## src/rtl/uart_port_rx_pkg.sv

```systemverilog
// rtl/uart_port_rx_pkg.sv - shared receive-FSM state encodings and frame constants
package uart_port_rx_pkg;

  typedef enum logic [2:0] {
    IDLE      = 3'd0,
    START     = 3'd1,
    DATA      = 3'd2,
    STOP      = 3'd3,
    WAIT_HIGH = 3'd4
  } rx_state_t;

  localparam int DATA_BITS = 8;

endpackage

```

## src/rtl/uart_port_rx_if.sv

```systemverilog
// rtl/uart_port_rx_if.sv - byte handshake between the UART receiver and its consumer
interface uart_port_rx_if;

  logic       port_write;
  logic [7:0] port_in;
  logic       port_ready;

  modport master (output port_write, output port_in, input port_ready);
  modport slave  (input port_write, input port_in, output port_ready);

endinterface

```

## src/rtl/uart_port_rx_sync_fifo.sv

```systemverilog
// rtl/uart_port_rx_sync_fifo.sv - small synchronous FIFO with a registered head word
module sync_fifo #(
  parameter int WIDTH = 8,
  parameter int DEPTH = 4
) (
  input  logic                   clk,
  input  logic                   reset,
  input  logic                   push,
  input  logic [WIDTH-1:0]       push_data,
  input  logic                   pop,
  output logic                   full,
  output logic                   empty,
  output logic [$clog2(DEPTH):0] count,
  output logic [WIDTH-1:0]       head
);

  localparam int AW = $clog2(DEPTH);
  localparam int CW = AW + 1;

  logic [WIDTH-1:0] mem [DEPTH];
  logic [AW-1:0]    rd_ptr;
  logic [AW-1:0]    wr_ptr;
  logic [AW-1:0]    rd_next;
  logic             do_push;
  logic             do_pop;

  assign full    = (count == CW'(DEPTH));
  assign empty   = (count == '0);
  assign do_pop  = pop && !empty;
  // A full FIFO still accepts a push when the head leaves in the same cycle.
  assign do_push = push && (!full || do_pop);
  assign rd_next = rd_ptr + 1'b1;

  always_ff @(posedge clk) begin
    if (do_push) mem[wr_ptr] <= push_data;
  end

  always_ff @(posedge clk or negedge reset) begin
    if (!reset) begin
      rd_ptr <= '0;
      wr_ptr <= '0;
      count  <= '0;
      head   <= '0;
    end else begin
      if (do_push) wr_ptr <= wr_ptr + 1'b1;
      if (do_pop)  rd_ptr <= rd_next;
      unique case ({do_push, do_pop})
        2'b10:   count <= count + 1'b1;
        2'b01:   count <= count - 1'b1;
        default: count <= count;
      endcase
      // Head only moves on a pop, or when a byte lands in an empty slot at the head.
      if (do_push && (empty || (do_pop && count == CW'(1))))
        head <= push_data;
      else if (do_pop && count > CW'(1))
        head <= mem[rd_next];
    end
  end

endmodule

```

## src/rtl/uart_port_rx.sv

```systemverilog
// rtl/uart_port_rx.sv - 8N1 UART receiver feeding a byte FIFO onto the port_in/port_write pair
module uart_port_rx
  import uart_port_rx_pkg::*;
#(
  parameter int CLKS_PER_BIT = 16,
  parameter int FIFO_DEPTH   = 4
) (
  input  logic                        clk,
  input  logic                        reset,
  input  logic                        rxd,
  input  logic                        err_clear,
  uart_port_rx_if.master              rx_port,
  output logic [$clog2(FIFO_DEPTH):0] fifo_count,
  output logic                        frame_err,
  output logic                        overflow
);

  localparam int BW = $clog2(CLKS_PER_BIT);

  rx_state_t     state;
  logic [1:0]    sync;
  logic          rx_s;
  logic          rx_prev;
  logic [BW-1:0] cnt;
  logic [2:0]    bit_idx;
  logic [7:0]    shreg;
  logic          half_bit;
  logic          full_bit;
  logic          push;
  logic          stop_bad;
  logic          pop;
  logic          fifo_full;
  logic          fifo_empty;
  logic          drop;

  assign rx_s     = sync[1];
  assign half_bit = (cnt == BW'(CLKS_PER_BIT/2 - 1));
  assign full_bit = (cnt == BW'(CLKS_PER_BIT - 1));
  assign push     = (state == STOP) && full_bit && rx_s;
  assign stop_bad = (state == STOP) && full_bit && !rx_s;
  assign pop      = rx_port.port_write && rx_port.port_ready;
  assign drop     = push && fifo_full && !pop;

  assign rx_port.port_write = !fifo_empty;

  always_ff @(posedge clk or negedge reset) begin
    if (!reset) begin
      sync    <= 2'b11;
      rx_prev <= 1'b1;
    end else begin
      sync    <= {sync[0], rxd};
      rx_prev <= rx_s;
    end
  end

  always_ff @(posedge clk or negedge reset) begin
    if (!reset) begin
      state     <= IDLE;
      cnt       <= '0;
      bit_idx   <= '0;
      shreg     <= '0;
      frame_err <= 1'b0;
      overflow  <= 1'b0;
    end else begin
      if (stop_bad)       frame_err <= 1'b1;
      else if (err_clear) frame_err <= 1'b0;
      if (drop)           overflow  <= 1'b1;
      else if (err_clear) overflow  <= 1'b0;

      unique case (state)
        IDLE: begin
          cnt <= '0;
          if (rx_prev && !rx_s) state <= START;
        end
        START: begin
          if (half_bit) begin
            cnt <= '0;
            if (!rx_s) begin
              state   <= DATA;
              bit_idx <= '0;
            end else begin
              state <= IDLE;
            end
          end else begin
            cnt <= cnt + 1'b1;
          end
        end
        DATA: begin
          if (full_bit) begin
            cnt     <= '0;
            shreg   <= {rx_s, shreg[7:1]};
            bit_idx <= bit_idx + 1'b1;
            if (bit_idx == 3'(DATA_BITS - 1)) state <= STOP;
          end else begin
            cnt <= cnt + 1'b1;
          end
        end
        STOP: begin
          if (full_bit) begin
            cnt   <= '0;
            state <= rx_s ? IDLE : WAIT_HIGH;
          end else begin
            cnt <= cnt + 1'b1;
          end
        end
        WAIT_HIGH: begin
          if (rx_s) state <= IDLE;
        end
        default: state <= IDLE;
      endcase
    end
  end

  sync_fifo #(
    .WIDTH (8),
    .DEPTH (FIFO_DEPTH)
  ) u_fifo (
    .clk       (clk),
    .reset     (reset),
    .push      (push),
    .push_data (shreg),
    .pop       (pop),
    .full      (fifo_full),
    .empty     (fifo_empty),
    .count     (fifo_count),
    .head      (rx_port.port_in)
  );

endmodule

```

## src/flat_wrapper.sv

```systemverilog
// flat-port wrapper written by rule: the top's interface ports become plain ports
module uart_port_rx_flat import uart_port_rx_pkg::*;
#(
  parameter int CLKS_PER_BIT = 16,
  parameter int FIFO_DEPTH   = 4
)
  (clk, reset, rxd, err_clear, fifo_count, frame_err, overflow, rx_port_port_write, rx_port_port_in, rx_port_port_ready);
  uart_port_rx_if rx_port_i ();
  input  logic clk;
  input  logic reset;
  input  logic rxd;
  input  logic err_clear;
  output logic [$clog2(FIFO_DEPTH):0] fifo_count;
  output logic frame_err;
  output logic overflow;
  output wire logic [$bits(rx_port_i.port_write)-1:0] rx_port_port_write;
  output wire logic [$bits(rx_port_i.port_in)-1:0] rx_port_port_in;
  input wire logic [$bits(rx_port_i.port_ready)-1:0] rx_port_port_ready;
  assign rx_port_port_write = rx_port_i.port_write;
  assign rx_port_port_in = rx_port_i.port_in;
  assign rx_port_i.port_ready = rx_port_port_ready;
  uart_port_rx #(.CLKS_PER_BIT(CLKS_PER_BIT), .FIFO_DEPTH(FIFO_DEPTH)) u_core (.clk(clk), .reset(reset), .rxd(rxd), .err_clear(err_clear), .rx_port(rx_port_i), .fifo_count(fifo_count), .frame_err(frame_err), .overflow(overflow));
endmodule
```

## config.mk

```make
export PLATFORM = sky130hd
export DESIGN_NAME = uart_port_rx_flat
export DESIGN_NICKNAME = d
export VERILOG_FILES = /design/src/rtl/uart_port_rx_pkg.sv /design/src/rtl/uart_port_rx_if.sv /design/src/rtl/uart_port_rx_sync_fifo.sv /design/src/rtl/uart_port_rx.sv /design/src/flat_wrapper.sv
export SDC_FILE = /design/constraint.sdc
export NUM_CORES = 1
export LEC_CHECK = 0
export ABC_CLOCK_PERIOD_IN_PS = 4600
export CAP_MARGIN = 20
export CORE_ASPECT_RATIO = 1.75
export CORE_MARGIN = 2
export CORE_UTILIZATION = 40
export DETAILED_ROUTE_END_ITERATION = 6
export GPL_TIMING_DRIVEN = 0
export PLACE_DENSITY_LB_ADDON = 0.25
export SYNTH_ARGS = -nofsm -noshare
export SYNTH_HDL_FRONTEND = slang
export SYNTH_SLANG_ARGS = --single-unit
```

## constraint.sdc

```tcl
create_clock -name clk -period 4.6 [get_ports clk]
set_input_delay 0.92 -clock clk [delete_from_list [all_inputs] [get_ports clk]]
set_output_delay 0.92 -clock clk [all_outputs]
set_load 0.03 [all_outputs]
```

==> impl_metrics.ini, run 1 <==
[cells_and_area]
fin_nets = 282
diodes = 0
multiInputGateArea_um2 = 1220
syn_to_final_growth_pct = 18.5
filler_cell_count = 726
final_layout_size_suffix_gt1_frac = 0.196
final-seq-area_um2 = 1920
finish.instance_area_um2 = 3830

[pwr]
power-per-cell-area_nw_per_um2 = 604
power.total_w = 0.00231
p_clk_frac = 0.286
swShare = 0.343
switchingPower_w = 0.000794
p_leak_nw = 1.50
ir_drop_mv = 0.324
comb_power_share = 0.349
p_int_w = 0.00152
seq_power_share = 0.365

[clock_network]
cts.repair.resized = 0
clk_latency_ps = 330
cts_buffers = 9
cts_tree = done
ctsLongestPathBuffers = 2
path_clk_slew_ps = 60
post_cts_buffers = 0
ctsRootBufferMaster = clkbuf_16
clock-sinks = 70
cts_hold_buf = 0
cts.htree.levels = 3

[die]
rows = 43
num_io_pins = 19
start_util = 0.409
core-area_um2 = 7910
die_height_um = 123
die_x_um = 72.0
die_area_um2 = 8850

[critical_path]
r2r-end = u_core.u_fifo.mem[0][2]
crit_path_end_kind = primary output
start_kind = flip-flop
ff2ff_setup_slack_ps = 2540
required_ps = 3680
critical_path_class = flip-flop to primary output
reg2reg_depth = 5
rr_startpoint = u_core.u_fifo.count[1]
critPathMaxFanout = 10
arrival_ps = 2140

[logic_synthesis]
synth_warnings = 0
ys.flop_type = dfrtp_1
synth_edf_count = 32
ys_seq_area_frac = 0.592
avgSynthCellArea_um2 = 13.7
syn_nets = 252
synth_top_area_frac = 0.297
synth_cells = 236
synthTopCellsByArea = edfxtp_1 30%, dfrtp_1 27%, mux4_2 5.6%, ha_1 4.3%, mux2_2 3.5%
async_flop_share = 0.543
yosys.area.top_type = edfxtp_1
ys_types = 54
syn_area_um2 = 3230
yosys_register_bits = 70

[sta]
drv_slew = 0
post-route-min-period_ps = 3060
maxSlewHeadroom = 0.552
max_freq_mhz = 327
setup_ws_ps = 1540
min_period_over_period = 0.665
setup_viol = 0
hold_viol_final = 0
rsz0062_at_grt = false
worst_pin_slew_ps = 672
fin_setup_tns_ps = 0
clock_skew_ps = 6.02
timing.hold.ws_ps = 356

[min_path]
hold_path_depth = 0
hold_start = u_core.sync[0]
worstHoldEndpoint = u_core.sync[1]
hold_path_class = flip-flop to flip-flop

[routing]
route.vias.total = 2037
wl_per_cell_um = 17.9
drc = 0
firstDrtPassIters = 6
drt-vias-per-instance = 5.64
initialDrtViolationCount = 158
ant_nets = 0
wirelength_um = 6450

[placed_design]
placed_cell_area_um2 = 3540
place_hpwl_um = 4510
io_buffers = 18
dp_worst_setup_slack_ps = 1870
gp_congestion = 0.763

[grt]
gr-total-overflow = 0
track_usage = 0.162
antenna_found_initial = 0
grt_pass1_vias = 2138
grt_max_degree = 39
grt_pass1_wl_um = 10700

[status]
outcome = completed

[job]
maxCapViolCount = 0
==> registers in the layout (all words and copies together) (netlist names) <==
name	count
u_core.u_fifo.wr_ptr	2
u_core.u_fifo.rd_ptr	2
u_core.u_fifo.count	3
u_core.overflow	1
u_core.state	3
u_core.cnt	4
u_core.rx_prev	1
u_core.shreg	8
u_core.u_fifo.mem	32
u_core.bit_idx	3
u_core.frame_err	1
u_core.sync	2
u_core.u_fifo.head	8
==> kinds of logic after synthesis <==
family	Yosys count	share of synthesized area
AOI/OAI and AO/OA	58	0.127
xor gates and xnor gates	5	0.0135
and+or+nand+nor	52	0.0990
DFF	70	0.592
muxes	20	0.0967
adders and majority gates	11	0.0426
buffers and inverters	20	0.0290
==> power groups by stage <==
| stage | Combinational [W] | Clock, W | Sequential [W] |
|---|---|---|---|
| floorplan | 0.000494 | 0 | 0.000926 |
| global placement | 0.000797 | 0 | 0.000852 |
| detailed placement | 0.000816 | 0 | 0.000857 |
| CTS | 0.000818 | 0.000676 | 0.000846 |
| global route | 0.000900 | 0.000698 | 0.000856 |
| finish | 0.000808 | 0.000661 | 0.000844 |
==> worst max-delay path by stage <==
stage | to | from
3_5_place_dp | rx_port_port_write | u_core.u_fifo.count[1]
5_1_grt | rx_port_port_write | u_core.u_fifo.count[1]
3_3_place_gp | u_core.u_fifo.count[1] | reset
6_report | rx_port_port_write | u_core.u_fifo.count[1]
4_1_cts | rx_port_port_write | u_core.u_fifo.count[1]
2_1_floorplan | rx_port_port_write | u_core.u_fifo.count[1]
==> area by class of cell <==
class,count,area share
plain buffers,12,0.0167
inverters,8,0.00784
well taps,90,0.0294
repair buffers,19,0.0509
flip-flops and latches,70,0.500
clock buffers,9,0.0588
multi-input cells,146,0.320
clock inverters,7,0.0170
==> worst max-delay path, cell delays in order, from the launching register on <==
cell and delay, ps:
dfrtp_1 430, inv_1 160, ha_1 200, buf_2 170, nand2b_1 150, clkdlybuf4s50_1 690
==> synthesized netlist by cell type, drive strengths merged (2+ instances only) <==
master and instances:
a32oi 8, dfrtp 35, nor2 10, buf 6
nand3 4, a22o 2, ha 11, mux2i 2
edfxtp 32, a31oi 2, mux2 10, a21oi 4
xnor2 4, o211ai 2, and2 3, clkbuf 6
inv 8, a21boi 8, a311oi 2, o22ai 2
and4 2, o21ai 17, nand3b 2, nand2 17
and3 5, dfstp 3, mux4 8
==> stage by stage <==
step / instances / utilization
6_report: 361 / 0.485
5_1_grt: 361 / 0.485
4_1_cts: 361 / 0.485
3_5_place_dp: 345 / 0.448
3_3_place_gp: 344 / 0.446
2_1_floorplan: 236 / -
==> per-layer routing <==
layer	GRT usage	share of wire	routed length, um	up-vias
li1	-	-	-	967
met1	0.181	0.41	2620	1021
met2	0.290	0.55	3550	41
met3	0.0277	0.028	181	8
met4	0.0873	0.015	97	0
met5	0	0	0	-
==> placed cells by master, fill, tap and decap left out, types with 8 or more instances in the layout <==
master	netlist	final
clkdlybuf4s50_1	0	17
o21ai_0	16	16
edfxtp_1	32	32
ha_1	11	11
mux2_2	10	10
a32oi_1	8	8
mux4_2	8	8
nand2_1	17	17
nor2_1	9	9
inv_1	8	8
a21boi_0	8	8
clkbuf_16	0	9
dfrtp_1	35	35
Power figures use the tool's default switching activity.
==> inputs of run 2 (changes only) <==
Settings changed: ABC_CLOCK_PERIOD_IN_PS 4600 to 2700.
Clock period 4.6 ns to 2.7 ns, I/O delays scaled along.
==> impl_metrics.ini, run 2 (synthesis gave the netlist of run 1 again) <==
[die]
core-area_um2 = 7910
start_util = 0.409
die_height_um = 123
die_area_um2 = 8850
num_io_pins = 19
die_x_um = 72.0
rows = 43

[job]
maxCapViolCount = 0

[cells_and_area]
final_layout_size_suffix_gt1_frac = 0.196
largest_reg_flops = 32
final_common_cell = dfrtp_1
fin_nets = 282
top_register = u_core.u_fifo.mem
syn_to_final_growth_pct = 18.6
top_regs = u_core.u_fifo.mem (32), u_core.shreg (8), u_core.u_fifo.head (8)
layout_common_cells = 35 x dfrtp_1, 32 x edfxtp_1, 17 x nand2_1, 16 x o21ai_0, 16 x clkdlybuf4s50_1
diodes = 0

[clock_network]
clock-sinks = 70
cts.htree.levels = 3
ctsRootBufferMaster = clkbuf_16
post_cts_buffers = 0
cts_tree = done
ctsLongestPathBuffers = 2
path_clk_slew_ps = 60
cts_buffers = 9
clk_latency_ps = 330

[grt]
grt_max_degree = 39
antenna_found_initial = 0
grt_pass1_vias = 2138
track_usage = 0.162
gr-total-overflow = 0
grt_pass1_wl_um = 10700

[sta]
min_period_over_period = 0.853
setup_viol = 0
fin_setup_tns_ps = 0
rsz0062_at_grt = false
hold_viol_final = 0
setup_ws_ps = 397
drv_slew = 0
worst_pin_slew_ps = 672
max_freq_mhz = 434
clock_skew_ps = 5.85
post-route-min-period_ps = 2300
maxSlewHeadroom = 0.552

[critical_path]
critical_path_class = flip-flop to primary output
ff2ff_setup_slack_ps = 630
start_kind = flip-flop
required_ps = 2160
critPathMaxFanout = 10
crit_path_end_kind = primary output
arrival_ps = 1760

[routing]
drc = 0
wl_per_cell_um = 17.9
wirelength_um = 6450
ant_nets = 0
drt-vias-per-instance = 5.66
firstDrtPassIters = 4
route.vias.total = 2042
initialDrtViolationCount = 153

[placed_design]
gp_congestion = 0.763
dp_worst_setup_slack_ps = 352
place_hpwl_um = 4510
io_buffers = 18

[pwr]
power.total_w = 0.00394
power-per-cell-area_nw_per_um2 = 1030
p_leak_nw = 1.50
ir_drop_mv = 0.552

[status]
outcome = completed

[min_path]
hold_path_class = input pin to async pin
-- run 2: cell types whose count changed in the layout (fill, tap and decap cells not counted) --
| cell | previous run | this run |
|---|---|---|
| dlymetal6s2s_1 | 0 | 1 |
| clkdlybuf4s50_1 | 17 | 16 |
-- run 2: metal layers --
layer | wire (um) | track usage
met1 | 2620 | 0.181
met2 | 3550 | 0.290
met3 | 186 | 0.0277
met4 | 97 | 0.0873
met5 | 0 | 0
-- run 2: final timing paths --
| kind | to | from | depth (start not counted) |
|---|---|---|---|
| setup / recovery | rx_port_port_write | u_core.u_fifo.count[1] | 5 |
| hold / removal | u_core.bit_idx[0] | reset | 2 |
| setup reg to reg | u_core.u_fifo.head[3] | u_core.u_fifo.count[1] | 7 |
| hold reg to reg | u_core.sync[1] | u_core.sync[0] | 0 |
| max in group asynchronous | u_core.rx_prev | reset | 2 |
| min in group clk | u_core.sync[1] | u_core.sync[0] | 0 |
-- run 2: final cells by class --
| cell class | instances | area, um2 |
|---|---|---|
| Timing Repair Buffer | 19 | 198 |
| Clock buffer | 9 | 225 |
| Buffer | 12 | 63.8 |
| Sequential cell | 70 | 1920 |
| Fill cell | 725 | 4070 |
| Clock inverter | 7 | 65.1 |
| Multi-Input combinational cell | 146 | 1220 |
| Inverter | 8 | 30.0 |
| Tap cell | 90 | 113 |
-- run 2: report_power, final --
group	switching, W	internal [W]	total (W)
clock network	0.000420	0.000707	0.00113
registers	0.000159	0.00128	0.00144
logic	0.000774	0.000602	0.00138
total	0.00135	0.00259	0.00394
-- run 2: what timing repair did --
action | CTS | global route
endpoints found under the hold margin | 0 | 0
gates resized for setup | 0 | 1
setup endpoints to repair | 0 | 1
hold buffers | 0 | 0
-- run 2: critical path, cell delays in order (launching register included) --
cell and delay [ps]:
dfrtp_1 440, inv_1 160, ha_1 200, buf_2 170
nand2b_1 150, dlymetal6s2s_1 310
-- run 2: per-stage QoR --
step	area [um2]	utilization	cells	hold slack, ps
global placement	3530	0.446	344	347
CTS	3830	0.485	361	181
floorplan	3230	-	236	244
finish	3830	0.485	361	176
detailed placement	3540	0.448	345	349
global route	3830	0.485	361	194
==> inputs of run 3 (changes only) <==
Settings changed: ABC_CLOCK_PERIOD_IN_PS 2700 to default, CAP_MARGIN 20 to default, SLEW_MARGIN from default to 30.
==> impl_metrics.ini, run 3 (synthesis gave the netlist of run 1 again) <==
[status]
outcome = completed

[routing]
wl_per_cell_um = 17.9
wirelength_um = 6470
drt-vias-per-instance = 5.63
route.vias.total = 2032
ant_nets = 0
initialDrtViolationCount = 106
firstDrtPassIters = 4
drc = 0

[clock_network]
ctsRootBufferMaster = clkbuf_16
ctsLongestPathBuffers = 2
cts_buffers = 9
clk_latency_ps = 330
path_clk_slew_ps = 60
cts.htree.levels = 3
cts_tree = done
post_cts_buffers = 0
clock-sinks = 70

[cells_and_area]
final-seq-area_um2 = 1920
filler_cell_count = 714
diodes = 0
final_layout_size_suffix_gt1_frac = 0.196
final_common_cell = dfrtp_1
largest_reg_flops = 32
top_regs = u_core.u_fifo.mem (32), u_core.shreg (8), u_core.u_fifo.head (8)
multiInputGateArea_um2 = 1220
syn_to_final_growth_pct = 19.5
layout_common_cells = 35 x dfrtp_1, 32 x edfxtp_1, 17 x nand2_1, 16 x o21ai_0, 16 x clkdlybuf4s50_1
top_register = u_core.u_fifo.mem
fin_nets = 282

[pwr]
switchingPower_w = 0.00138
swShare = 0.339
p_leak_nw = 1.51
ir_drop_mv = 0.544
comb_power_share = 0.337
p_clk_frac = 0.310
seq_power_share = 0.353
power-per-cell-area_nw_per_um2 = 1050
p_int_w = 0.00269

[critical_path]
required_ps = 2160
critical_path.max_stage_delay_ps = 430
arrival_ps = 1740
critPathMaxFanout = 10
ff2ff_setup_slack_ps = 650
path_cells = inv_1, ha_1, buf_2, nand2b_1, dlymetal6s2s_1
crit_path_end_kind = primary output
start_kind = flip-flop
cp_slowest_cell = dfrtp_1
critical_path_class = flip-flop to primary output

[die]
die_height_um = 123
die_x_um = 72.0
num_io_pins = 19
core-area_um2 = 7910
start_util = 0.409
rows = 43
die_area_um2 = 8850

[sta]
setup_viol = 0
fin_setup_tns_ps = 0
rsz0062_at_grt = false
max_freq_mhz = 438
hold_viol_final = 0
setup_ws_ps = 417
post-route-min-period_ps = 2280
clock_skew_ps = 7.86
maxSlewHeadroom = 0.557
min_period_over_period = 0.846
drv_slew = 0
worst_pin_slew_ps = 665

[grt]
track_usage = 0.167
grt_pass1_wl_um = 11000
grt-busiest-layer = met2
grt_max_degree = 25
grt_util_met2 = 0.285
grt_use_met1 = 0.190
gr-total-overflow = 0
grtUsageMet3 = 0.0359
antenna_found_initial = 0
grt_pass1_vias = 2150

[placed_design]
gp_congestion = 0.763
io_buffers = 18
dp_worst_setup_slack_ps = 366
place_hpwl_um = 4630

[job]
maxCapViolCount = 0

[min_path]
hold_path_class = input pin to async pin
run 3: changes by cell type in the layout (fill, tap and decap cells not counted):
cell	delta
clkinv_2	-3
inv_6	+2
bufinv_16	+1
clkinv_4	-1
clkinvlp_4	+1
run 3: worst paths after layout:
check / startpoint / endpoint / depth (start not counted)
max: u_core.u_fifo.count[1] / rx_port_port_write / 5
min: reset / u_core.u_fifo.head[3] / 1
max reg2reg: u_core.u_fifo.count[1] / u_core.u_fifo.head[0] / 7
min reg2reg: u_core.sync[0] / u_core.sync[1] / 0
max in group asynchronous: reset / u_core.sync[1] / 2
min in group clk: u_core.sync[0] / u_core.sync[1] / 0
run 3: final cells by class:
cell class,count,area share
flip-flops and latches,70,0.495
multi-input cells,146,0.317
clock buffers,9,0.0583
repair buffers,19,0.0511
well taps,90,0.0291
clock inverters,7,0.0249
plain buffers,12,0.0165
inverters,8,0.00777
run 3: power by group through the flow:
stage	logic, W	registers (W)	clock network [W]
6_report	0.00137	0.00144	0.00126
5_1_grt	0.00153	0.00146	0.00132
3_3_place_gp	0.00136	0.00145	0
2_1_floorplan	0.000841	0.00158	0
3_5_place_dp	0.00139	0.00146	0
4_1_cts	0.00139	0.00144	0.00128
run 3: per-layer routing:
layer	part of all wire	wire length, um
met5	0	0
met4	0.031	202
met3	0.029	187
met2	0.53	3450
met1	0.41	2640
run 3: what timing repair did:
item | 4_1_cts | 5_1_grt
hold buffers | 0 | 0
gates resized for setup | 0 | 1
endpoints found under the setup margin | 0 | 1
run 3: critical path, delay by kind of cell, from the launching register on:
kind / cells / cell delay [ps]
flops: 1 / 430
simple gates: 1 / 150
fa+ha+maj: 1 / 200
buf+inv: 3 / 640
run 3: stage by stage:
stage	instance area [um2]	hold WS, ps	util	std cells	power (W)
5_1_grt	3870	162	0.489	361	0.00431
4_1_cts	3860	133	0.489	361	0.00412
2_1_floorplan	3230	244	-	236	0.00242
3_3_place_gp	3530	347	0.446	344	0.00281
3_5_place_dp	3540	349	0.448	345	0.00285
6_report	3870	130	0.489	361	0.00407
